### src/rtl/instrq_extra_rdctl.sv
// Read-side controller for the dual-thread instruction-queue extra-data FIFO: mirrors per-thread
// occupancy, schedules the read thread and stages the two head entries for the decode/rename consumer.
`ifndef instrQExtra_width
`define instrQExtra_width 32
`endif

module instrq_extra_rdctl #(
    parameter int DATA_WIDTH   = `instrQExtra_width,
    parameter int SWITCH_BURST = 8
) (
    input  logic                  clk,
    input  logic                  rst,
    input  logic                  except,
    input  logic                  except_thread,
    input  logic                  wr_wen,
    input  logic                  wr_thread,
    input  logic [4:0]            wr_cnt,
    input  logic                  wr_fStall,
    input  logic                  wr_doFStall,
    output logic                  read_thread,
    output logic [2:0]            read_cnt,
    output logic                  stall,
    input  logic [DATA_WIDTH-1:0] rd_data0,
    input  logic [DATA_WIDTH-1:0] rd_data1,
    output logic [1:0]            out_valid,
    output logic                  out_thread,
    output logic [DATA_WIDTH-1:0] out_data0,
    output logic [DATA_WIDTH-1:0] out_data1,
    input  logic                  out_ready,
    output logic                  dbg_state,
    output logic [4:0]            dbg_occ0,
    output logic [4:0]            dbg_occ1
);

    typedef enum logic {
        PRIME = 1'b0,
        RUN   = 1'b1
    } state_t;

    localparam logic [2:0] BURST_MAX = 3'(SWITCH_BURST - 1);

    state_t                state_q;
    logic                  cur_q;
    logic [2:0]            burst_q;
    logic [4:0]            occ0_q, occ1_q;
    logic [4:0]            occ0_d, occ1_d;
    logic [1:0]            out_valid_q;
    logic                  out_thread_q;
    logic [DATA_WIDTH-1:0] out_data0_q, out_data1_q;

    logic       acc;
    logic [2:0] acc_k;
    logic [4:0] occ_cur, occ_oth;
    logic       load_en;
    logic       issue_en;
    logic [1:0] rd_k;
    logic       switch_req;

    assign acc = wr_wen & ~wr_fStall & ~wr_doFStall;

    always_comb begin
        acc_k = 3'd0;
        case (wr_cnt)
            5'b00010: acc_k = 3'd1;
            5'b00100: acc_k = 3'd2;
            5'b01000: acc_k = 3'd3;
            5'b10000: acc_k = 3'd4;
            default:  acc_k = 3'd0;
        endcase
    end

    assign occ_cur = cur_q ? occ1_q : occ0_q;
    assign occ_oth = cur_q ? occ0_q : occ1_q;

    // Handshake: a slot pair is transferred on any cycle where out_valid != 00 and out_ready = 1;
    // out_valid/out_thread/out_data never change while out_valid != 00 and out_ready = 0, except on flush.
    assign load_en  = (out_valid_q == 2'b00) | out_ready;
    assign issue_en = (state_q == RUN) & ~except & load_en;

    always_comb begin
        rd_k = 2'd0;
        if (issue_en) begin
            rd_k = (occ_cur >= 5'd2) ? 2'd2 : occ_cur[1:0];
        end
    end

    assign switch_req = (state_q == RUN) & (occ_oth != 5'd0) &
                        ((occ_cur == 5'd0) | (burst_q == BURST_MAX));

    // The FIFO freezes both threads' pointers during an except, so neither side is counted then.
    always_comb begin
        occ0_d = occ0_q;
        occ1_d = occ1_q;
        if (except) begin
            if (except_thread) occ1_d = 5'd0;
            else               occ0_d = 5'd0;
        end else begin
            occ0_d = occ0_q + ((acc & ~wr_thread) ? {2'b00, acc_k} : 5'd0)
                            - (~cur_q ? {3'b000, rd_k} : 5'd0);
            occ1_d = occ1_q + ((acc & wr_thread) ? {2'b00, acc_k} : 5'd0)
                            - (cur_q ? {3'b000, rd_k} : 5'd0);
        end
    end

    always_ff @(posedge clk) begin
        if (rst) begin
            state_q      <= PRIME;
            cur_q        <= 1'b0;
            burst_q      <= 3'd0;
            occ0_q       <= 5'd0;
            occ1_q       <= 5'd0;
            out_valid_q  <= 2'b00;
            out_thread_q <= 1'b0;
            out_data0_q  <= '0;
            out_data1_q  <= '0;
        end else begin
            occ0_q <= occ0_d;
            occ1_q <= occ1_d;
            if (except) begin
                if (except_thread == cur_q) begin
                    state_q <= PRIME;
                    burst_q <= 3'd0;
                end
                if (out_ready || (out_thread_q == except_thread)) begin
                    out_valid_q <= 2'b00;
                end
            end else begin
                if (state_q == PRIME) begin
                    state_q <= RUN;
                end else if (switch_req) begin
                    cur_q   <= ~cur_q;
                    state_q <= PRIME;
                    burst_q <= 3'd0;
                end else if (burst_q != BURST_MAX) begin
                    burst_q <= burst_q + 3'd1;
                end

                if (rd_k != 2'd0) begin
                    out_data0_q  <= rd_data0;
                    out_data1_q  <= rd_data1;
                    out_valid_q  <= {rd_k == 2'd2, 1'b1};
                    out_thread_q <= cur_q;
                end else if (out_ready) begin
                    out_valid_q <= 2'b00;
                end
            end
        end
    end

    assign read_thread = cur_q;
    assign read_cnt    = {rd_k == 2'd2, rd_k == 2'd1, rd_k == 2'd0};
    assign stall       = (state_q == RUN) & ~except & ~load_en;
    assign out_valid   = out_valid_q;
    assign out_thread  = out_thread_q;
    assign out_data0   = out_data0_q;
    assign out_data1   = out_data1_q;
    assign dbg_state   = (state_q == RUN);
    assign dbg_occ0    = occ0_q;
    assign dbg_occ1    = occ1_q;

endmodule
### config.mk
export PLATFORM = sky130hd
export DESIGN_NAME = instrq_extra_rdctl
export DESIGN_NICKNAME = d
export VERILOG_FILES = /design/src/rtl/instrq_extra_rdctl.sv
export SDC_FILE = /design/constraint.sdc
export NUM_CORES = 1
export LEC_CHECK = 0
export ABC_CLOCK_PERIOD_IN_PS = 3300
export BUFFER_PORTS_ARGS = -buffer_cell sky130_fd_sc_hd__buf_2
export CAP_MARGIN = 10
export CORE_ASPECT_RATIO = 1.1
export CORE_UTILIZATION = 45
export DETAILED_ROUTE_END_ITERATION = 7
export PLACE_DENSITY = 0.75
export SLEW_MARGIN = 10
export SYNTH_ARGS = -nofsm -noshare
export SYNTH_HDL_FRONTEND = slang
export SYNTH_SLANG_ARGS = --single-unit
### constraint.sdc
create_clock -name clk -period 3.3 [get_ports clk]
set_input_delay 0.33 -clock clk [delete_from_list [all_inputs] [get_ports clk]]
set_output_delay 0.33 -clock clk [all_outputs]
set_load 0.01 [all_outputs]
Word-level counts from Yosys, hierarchy flattened --
Index checks and enable logic that the tools add are counted.
Storage, ports and cells: logic and storage cells 85, flip-flop bits (word level) 82, bits of input ports 78
Cells by class: order comparisons 1, reductions and logical operators 13, bitwise logic cells 17, equality and inequality tests 14, mux-type cells 26, add/sub/neg operators 5
Operators with widths (count):
- 2-to-1 mux 5 bit | 6
- 2-to-1 mux 3 bit | 7
- 2-to-1 mux 2 bit | 8
- case mux 3 bit (4 select lines) | 1
- adder 5 x 3 -> 5 bit | 2
- subtractor 5 x 2 -> 5 bit | 2
- AND 1 bit | 9
- != test 2 x 1 -> 1 bit, second input constant | 3
- inverter 1 bit | 6
- AND reduction 3 bit | 2
- nonzero test 3 bit | 2
- equality test 5 x 2 -> 1 bit, second input constant | 1
- equality test 5 x 3 -> 1 bit, second input constant | 1
- equality test 5 x 4 -> 1 bit, second input constant | 1
- equality test 5 bit, second input constant | 1
- greater-or-equal comparator 5 x 2 -> 1 bit, second input constant | 1
- zero test 5 bit | 1
- nonzero test 5 bit | 1
- zero test 2 bit | 2
- 2-to-1 mux 1 bit | 4
- AND reduction 2 bit | 2
- nonzero test 2 bit | 2
- adder 3 x 1 -> 3 bit, second input constant | 1
- equality test 3 bit, second input constant | 1
- 7 further kinds | 9

Depth between registers and ports, before layout --
Gate-level depths: netlist of run 1.
depth after elaboration 8, gate-level depth with buffers 12

Least setup slack after synthesis of run 1 --
No wires, ideal clock.
kind register to register, start point reg occ0_q[1], in the netlist dbg_occ0[1], end point reg occ1_q[4], in the netlist dbg_occ1[4], arrival 3.028 ns, path slack 0.144 ns, stages on the path, launching flop included 13, buffers on the path 0, clock period less this slack 3.156 ns, required time 3.172 ns, path through dfxtp_1 -> or4_4 -> mux2i_1 -> or2_2 -> inv_1 -> and2_1 -> fa_1 -> inv_1 -> fa_1 -> a21o_1 -> a21oi_1 -> a2111oi_0 -> nand4b_1
Between the ends: word-level cells in the longest chain between the ends 7
Ends and longest elaborated chain:
- from (decl) | line 45 | logic [4:0] occ0_q, occ1_q;
- from (signal assigned) | line 110 | occ0_q <= 5'd0;
- from (signal assigned) | line 117 | occ0_q <= occ0_d;
- 2-to-1 mux 5 bit * | line 72 | assign occ_cur = cur_q ? occ1_q : occ0_q;
- greater-or-equal comparator 5 x 2 -> 1 bit | line 83 | rd_k = (occ_cur >= 5'd2) ? 2'd2 : occ_cur[1:0];
- 2-to-1 mux 2 bit * | line 83
- 2-to-1 mux 2 bit * | line 82 | if (issue_en) begin
- 2-to-1 mux 2 bit * | line 101 | - (cur_q ? {3'b000, rd_k} : 5'd0);
- subtractor 5 x 2 -> 5 bit * | line 101
- 2-to-1 mux 5 bit * | line 94 | if (except) begin
- to (signal assigned) | line 111 | occ1_q <= 5'd0;
- to (signal assigned) | line 118 | occ1_q <= occ1_d;
- to (decl) | line 45
Every way passes the cells marked *; elsewhere a longest branch is shown, timed or not. A chain may end at the register's enable or synchronous reset.

Final worst setup path of run 1 --
start point reg occ0_q[2], in the netlist dbg_occ0[2], end point reg occ1_q[4], in the netlist dbg_occ1[4]
Between the ends: word-level cells in the longest chain between the ends 7
Ends and longest elaborated chain (line):
- 2-to-1 mux 5 bit | 72
- greater-or-equal comparator 5 x 2 -> 1 bit | 83
- 2-to-1 mux 2 bit | 83
- 2-to-1 mux 2 bit | 82
- 2-to-1 mux 2 bit | 101
- subtractor 5 x 2 -> 5 bit | 101
- 2-to-1 mux 5 bit | 94
No other way between the ends.

==> flow_metrics.env, run 1 <==
export IMPL_setup_viol=0
export IMPL_ctsHtreeMaxLevel=3
export IMPL_r2r_start="dbg_occ0[2]"
export IMPL_cts_tree="built"
export IMPL_remaining_drc_errors=0
export IMPL_antenna_found_initial=0
export IMPL_hold_viol=0
export IMPL_reg2reg_setup_slack_ns=0.12
export IMPL_vias_per_cell=4.934
export IMPL_status="finished, final reports clean"
export IMPL_start_util_pct=46.23
export IMPL_tightest_slew_ns=0.9135
export IMPL_hold_buffers=0
export IMPL_maxSlewHeadroom_pct=39.10
export IMPL_pre_cts_ws_ns=-0.04191
export IMPL_grt_ovfl_total=0
export IMPL_ys_seq_area_share_pct=38.16
export IMPL_area_growth_pct=26.44
export IMPL_antenna_cells=0
export IMPL_pin_count=161
export IMPL_max_stage_delay_ns=0.55
export IMPL_final_setup_skew_ns=0.02374
export IMPL_fin_tns_setup_ns=0
export IMPL_grtUsageTotal_pct=19.12
export IMPL_wl_mm=9.532
export IMPL_layout_setup_ws_ns=0.1235
export IMPL_crit_type="reg -> reg"
export IMPL_fmax_ghz=0.3148
export IMPL_synthArstFlopShare_pct=0
export IMPL_ys_ff_latch=82
export IMPL_clk_latency_ns=0.36
export IMPL_hp_class="in -> reg"
export IMPL_numPortBuffers=160
export IMPL_max_cap_violations=0
export IMPL_cts_clk_slew_worst_paths_ns=0.10
export IMPL_powerDensity_nw_per_um2=400.7
export IMPL_timing_hold_ws_ns=0.2173
export IMPL_slowest_stage="or4_4"
export IMPL_core_area_um2=9305
export IMPL_ant_nets=0
export IMPL_cts_buffers=9
export IMPL_avgRoutedWirePerCell_um=12.86
export IMPL_first_pass_iters=4
export IMPL_synth_area_per_cell_um2=9.251
export IMPL_drive_gt1_share_pct=31.41
export IMPL_syn_nets=561
export IMPL_place_gp_congestion=0.7977
export IMPL_die_w_um=95.22
export IMPL_grt_pass1_wl_mm=15.10
export IMPL_syn_inst=465
export IMPL_worstSetupStartpoint="dbg_occ0[2]"
export IMPL_grt_max_degree=91
export IMPL_slew_viol_final=0
export IMPL_rsz0062_at_grt="no"
export IMPL_dieHeight_um=104.5
export IMPL_cp_end_kind="register"
export IMPL_dp_cells=721
export IMPL_synth_cell_types=44
export IMPL_syn_area_um2=4302
export IMPL_first_global_vias=3335
export IMPL_dieArea_um2=9954
export IMPL_yosys_most_used_dff="dfxtp_1"
export IMPL_rows=37
export IMPL_fin_crit_ns=3.176
export IMPL_peakVddDrop_uv=169.6
export IMPL_final_cells=741
export IMPL_vias=3656
export IMPL_cts_sink_count=82
export IMPL_required_ns=3.54
export IMPL_fin_nets=715
export IMPL_hp_start="rd_data1[28]"
export IMPL_crit_top_cell="inv_1"
export IMPL_hpwl_mm=6.792
export IMPL_crit_chain="or4_4 > mux2i_2 > or2_4 > inv_1 > and2_1 > fa_1 > inv_1 > fa_2 > a21o_1 > a21oi_2 > a2111oi_0 > nand4b_1"
export IMPL_drt_iter0_drc=131
export IMPL_clockBufferDepth=2
export IMPL_crit_path_start_kind="register"
export IMPL_synth_edf_count=0
export IMPL_path_max_fanout=4
export IMPL_root_buffer="clkbuf_8"
export IMPL_worstPathArrival_ns=3.41
export IMPL_fin_crit_sh_pct=96.26
export IMPL_leakage_nw=2.369
export IMPL_synth_yosys_warnings=0
export IMPL_fin_util_pct=58.45
## final timing paths
| kind | to | cells past startpoint |
|---|---|---|
| worst max-delay path | dbg_occ1[4] | 12 |
| worst min-delay path | out_data1[28] | 3 |
| worst max register to register | dbg_occ1[4] | 12 |
| worst min register to register | out_data0[15] | 2 |
## metrics by stage
| step | area, um^2 | power (W) |
|---|---|---|
| 6_report | 5439 | 0.002179 |
| 5_1_grt | 5439 | 0.002292 |
| 3_5_place_dp | 5181 | 0.001412 |
| 3_3_place_gp | 5181 | 0.001400 |
| 4_1_cts | 5395 | 0.002187 |
| 2_1_floorplan | 4302 | 0.001285 |
## Yosys cell counts, types with 2 or more instances
cell type,number,area share (%)
o21ai_0,2,0.23
nor2b_1,2,0.29
a32o_1,2,0.47
clkbuf_1,21,1.8
nor2_1,16,1.4
buf_6,5,1.3
nand3_1,8,0.93
xnor2_1,6,1.2
nand4_1,2,0.29
and2_1,2,0.29
nor4_1,5,0.73
inv_1,23,2.0
o21bai_1,2,0.35
a21oi_1,15,1.7
ha_1,14,4.1
xor2_1,2,0.41
nand2_1,15,1.3
dfxtp_1,82,38
mux2i_1,66,15
buf_2,2,0.23
nand2b_1,137,20
nor3_1,4,0.47
o32ai_1,3,0.61
nand4b_1,2,0.41
a21o_1,4,0.70
fa_1,4,1.9
a2111oi_0,2,0.41
## layer usage
layer	GRT usage, %	share of wire (%)
met5	0	0
met3	5.604	7.8
met4	8.117	1.5
met1	23.23	43
met2	30.97	48
## placed cells by master, fill, tap and decap left out, types with 4 or more instances in the layout
cell      instances
a21oi_1          14
nor4_1            5
buf_4            10
mux2i_1          65
buf_2           160
nand2_1          15
dfxtp_1          81
ha_1             14
nand2b_1        137
a21o_1            4
nor3_1            4
xnor2_1           6
nand3_1           8
clkbuf_8         10
inv_1            23
nor2_1           16
## registers in the layout (all words and copies together) (netlist names)
register     flops
burst_q          3
dbg_occ0         5
dbg_occ1         5
dbg_state        1
out_data0       32
out_data1       32
out_thread       1
out_valid        2
read_thread      1
## timing repair
item	in CTS	in global routing
setup buffers	0	4
endpoints found under the hold margin	0	0
pin swaps	0	3
endpoints found under the setup margin	1	2
gates resized for setup	1	5
## kinds of logic after synthesis
group | Yosys count | share of synthesized area (%)
AND/OR/NAND/NOR | 201 | 27.52
flip-flops | 82 | 38.16
multiplexers | 66 | 15.36
buffers and inverters | 52 | 5.468
AO/OA/AOI/OAI | 38 | 5.934
adder cells (fa/ha/maj) | 18 | 5.934
XOR/XNOR | 8 | 1.629
## critical path, delay by kind of cell (launching register included)
kind / cells / cell delay (ns)
and+or+nand+nor: 4 / 1.09
adders and majority gates: 2 / 0.91
AOI/OAI and AO/OA: 3 / 0.42
DFF: 1 / 0.34
muxes: 1 / 0.19
buffers and inverters: 2 / 0.12
## cell type report
class	count	area (um^2)
fillers	826	3866
multi-input cells	331	2454
flip-flops and latches	82	1643
repair buffers	171	895.9
well taps	117	146.4
clock buffers	10	137.6
inverters	24	90.09
clock inverters	6	72.57
## power by group
part	internal, W	total [W]	leakage, nW	switching, W
combinational	0.000186	0.000371	1.60	0.000186
sequential	0.00102	0.00104	0.662	0.0000202
clock	0.000379	0.000767	0.103	0.000389
total	0.00158	0.00218	2.37	0.000595
Note: power is estimated with default switching activity, not from simulation.
==> inputs of run 2 (changes only) <==
--- a/config.mk
+++ b/config.mk
@@ -5,13 +5,14 @@
 export SDC_FILE = /design/constraint.sdc
 export NUM_CORES = 1
 export LEC_CHECK = 0
-export ABC_CLOCK_PERIOD_IN_PS = 3300
+export ABC_CLOCK_PERIOD_IN_PS = 3100
 export BUFFER_PORTS_ARGS = -buffer_cell sky130_fd_sc_hd__buf_2
 export CAP_MARGIN = 10
 export CORE_ASPECT_RATIO = 1.1
-export CORE_UTILIZATION = 45
+export CORE_UTILIZATION = 50
 export DETAILED_ROUTE_END_ITERATION = 7
-export PLACE_DENSITY = 0.75
+export PLACE_DENSITY = 0.79
+export RECOVER_POWER = 100
 export SLEW_MARGIN = 10
 export SYNTH_ARGS = -nofsm -noshare
 export SYNTH_HDL_FRONTEND = slang
==> constraint.sdc (replaced) <==
create_clock -name clk -period 3.1 [get_ports clk]
set_input_delay 0.31 -clock clk [delete_from_list [all_inputs] [get_ports clk]]
set_output_delay 0.31 -clock clk [all_outputs]
set_load 0.01 [all_outputs]
==> run 2 against run 1 <==
Effect of this change: worst hold slack got worse by 0.0027 ns; via count up 3.6%; cell count is 1.8% higher; power grew 8.6%; sequential cell count did not move; sequential share of layout area shrank 0.38 points; critical endpoint unchanged; largest cell class unchanged.
==> flow_metrics.env, run 2 (same netlist as run 1, synthesis figures left out) <==
export IMPL_grt_max_degree=66
export IMPL_fin_nets=735
export IMPL_dieHeight_um=99.28
export IMPL_pin_count=161
export IMPL_fmax_ghz=0.3252
export IMPL_peakVddDrop_uv=263.6
export IMPL_remaining_drc_errors=0
export IMPL_mostFrequentLayoutCells="137 x nand2b_1, 88 x buf_2, 80 x dfxtp_1, 72 x clkbuf_1, 65 x mux2i_1"
export IMPL_final_setup_skew_ns=0.01254
export IMPL_cts_buffers=9
export IMPL_leakage_nw=2.158
export IMPL_rows=35
export IMPL_avgRoutedWirePerCell_um=13.17
export IMPL_slew_viol_final=0
export IMPL_setup_viol=0
export IMPL_cp_end_kind="register"
export IMPL_first_pass_iters=4
export IMPL_place_gp_congestion=0.9164
export IMPL_antenna_cells=0
export IMPL_hp_class="in -> reg"
export IMPL_layout_commonest_cell="nand2b_1"
export IMPL_vias=3787
export IMPL_hold_viol=0
export IMPL_crit_path_start_kind="register"
export IMPL_drive_gt1_share_pct=23.48
export IMPL_crit_chain="or4_4 > mux2i_2 > or2_4 > inv_2 > and2_4 > fa_1 > inv_2 > fa_2 > a21o_1 > a21oi_2 > buf_4 > nand4_1 > nand4b_1"
export IMPL_cp_top_family="simple AND/OR/NAND/NOR gates"
export IMPL_vias_per_cell=5.023
export IMPL_root_buffer="clkbuf_8"
export IMPL_die_w_um=90.44
export IMPL_hpwl_mm=7.195
export IMPL_area_growth_pct=28.13
export IMPL_grt_ovfl_total=0
export IMPL_powerDensity_nw_per_um2=429.2
export IMPL_wl_mm=9.928
export IMPL_reg2reg_setup_slack_ns=0.02
export IMPL_slowest_stage="or4_4"
export IMPL_status="finished, final reports clean"
export IMPL_ctsHtreeMaxLevel=3
export IMPL_worstPathArrival_ns=3.35
export IMPL_ant_nets=0
export IMPL_core_area_um2=8364
export IMPL_drt_iter0_drc=102
export IMPL_rsz0062_at_grt="yes"
export IMPL_crit_top_cell="inv_2"
export IMPL_dieArea_um2=8978
export IMPL_fin_crit_ns=3.075
export IMPL_grt_pass1_wl_mm=16.03
export IMPL_worstSetupStartpoint="dbg_occ1[1]"
export IMPL_clk_latency_ns=0.34
export IMPL_hp_start="rd_data1[29]"
export IMPL_crit_type="reg -> reg"
export IMPL_required_ns=3.37
export IMPL_cts_sink_count=82
export IMPL_path_max_fanout=3
export IMPL_max_cap_violations=0
export IMPL_first_global_vias=3580
export IMPL_clockBufferDepth=2
export IMPL_cts_clk_slew_worst_paths_ns=0.09
export IMPL_numPortBuffers=160
export IMPL_cts_tree="built"
export IMPL_antenna_found_initial=0
export IMPL_pre_cts_ws_ns=-0.1196
export IMPL_layout_setup_ws_ns=0.02453
export IMPL_maxSlewHeadroom_pct=40.27
export IMPL_fin_crit_sh_pct=99.21
export IMPL_r2r_start="dbg_occ1[1]"
export IMPL_dp_cells=726
export IMPL_grtUsageTotal_pct=21.74
export IMPL_path_buf_inv=3
export IMPL_final_cells=754
export IMPL_max_stage_delay_ns=0.55
export IMPL_start_util_pct=51.43
export IMPL_tightest_slew_ns=0.8960
run 2: worst min-delay path, stage by stage:
cell and delay, ns:
buf_2 0.10, nand2b_1 0.05, mux2i_1 0.06
run 2: path summary, 6_finish.rpt:
kind              endpoint  cells past startpoint
min reg2reg  out_data1[28]                      2
max reg2reg    dbg_occ1[4]                     13
min          out_data1[29]                      3
max            dbg_occ1[4]                     13
run 2: metrics by stage:
step	cell area [um^2]	TNS (ns)	total power [W]	util [%]	hold WS, ns
detailed placement	5253	-0.2037	0.001521	62.80	0.4599
global route	5512	-0.1999	0.002484	65.89	0.1934
global placement	5253	0	0.001506	62.80	0.4556
floorplan	4310	0	0.001370	-	0.4641
finish	5512	0	0.002366	65.89	0.2146
CTS	5497	0	0.002379	65.71	0.1989
run 2: final cells by class:
type | count | area, um^2
multi-input cells | 331 | 2469
repair buffers | 191 | 955.9
inverters | 24 | 90.09
clock inverters | 6 | 90.09
fillers | 746 | 2853
clock buffers | 9 | 123.9
flip-flops and latches | 82 | 1644
well taps | 111 | 138.9
run 2: power breakdown:
part	internal [W]	total, W	switching, W
clock network	0.000452	0.000843	0.000391
registers	0.00109	0.00111	0.0000202
logic	0.000207	0.000416	0.000208
total	0.00175	0.00237	0.000620
run 2: what timing repair did:
| action | in CTS | in global routing |
|---|---|---|
| buffers inserted | 2 | 11 |
| pin swaps | 5 | 14 |
| resized for setup | 6 | 7 |
| hold endpoints to repair | 0 | 0 |
| hold buffers | 0 | 0 |
| setup endpoints to repair | 2 | 5 |
run 2: routing by layer:
layer	vias up	share of wire (%)	track usage (%)
met4	0	2.0	8.561
met2	121	50	38.81
li1	1890	-	-
met3	19	5.0	3.746
met1	1757	43	26.04
met5	-	0	0
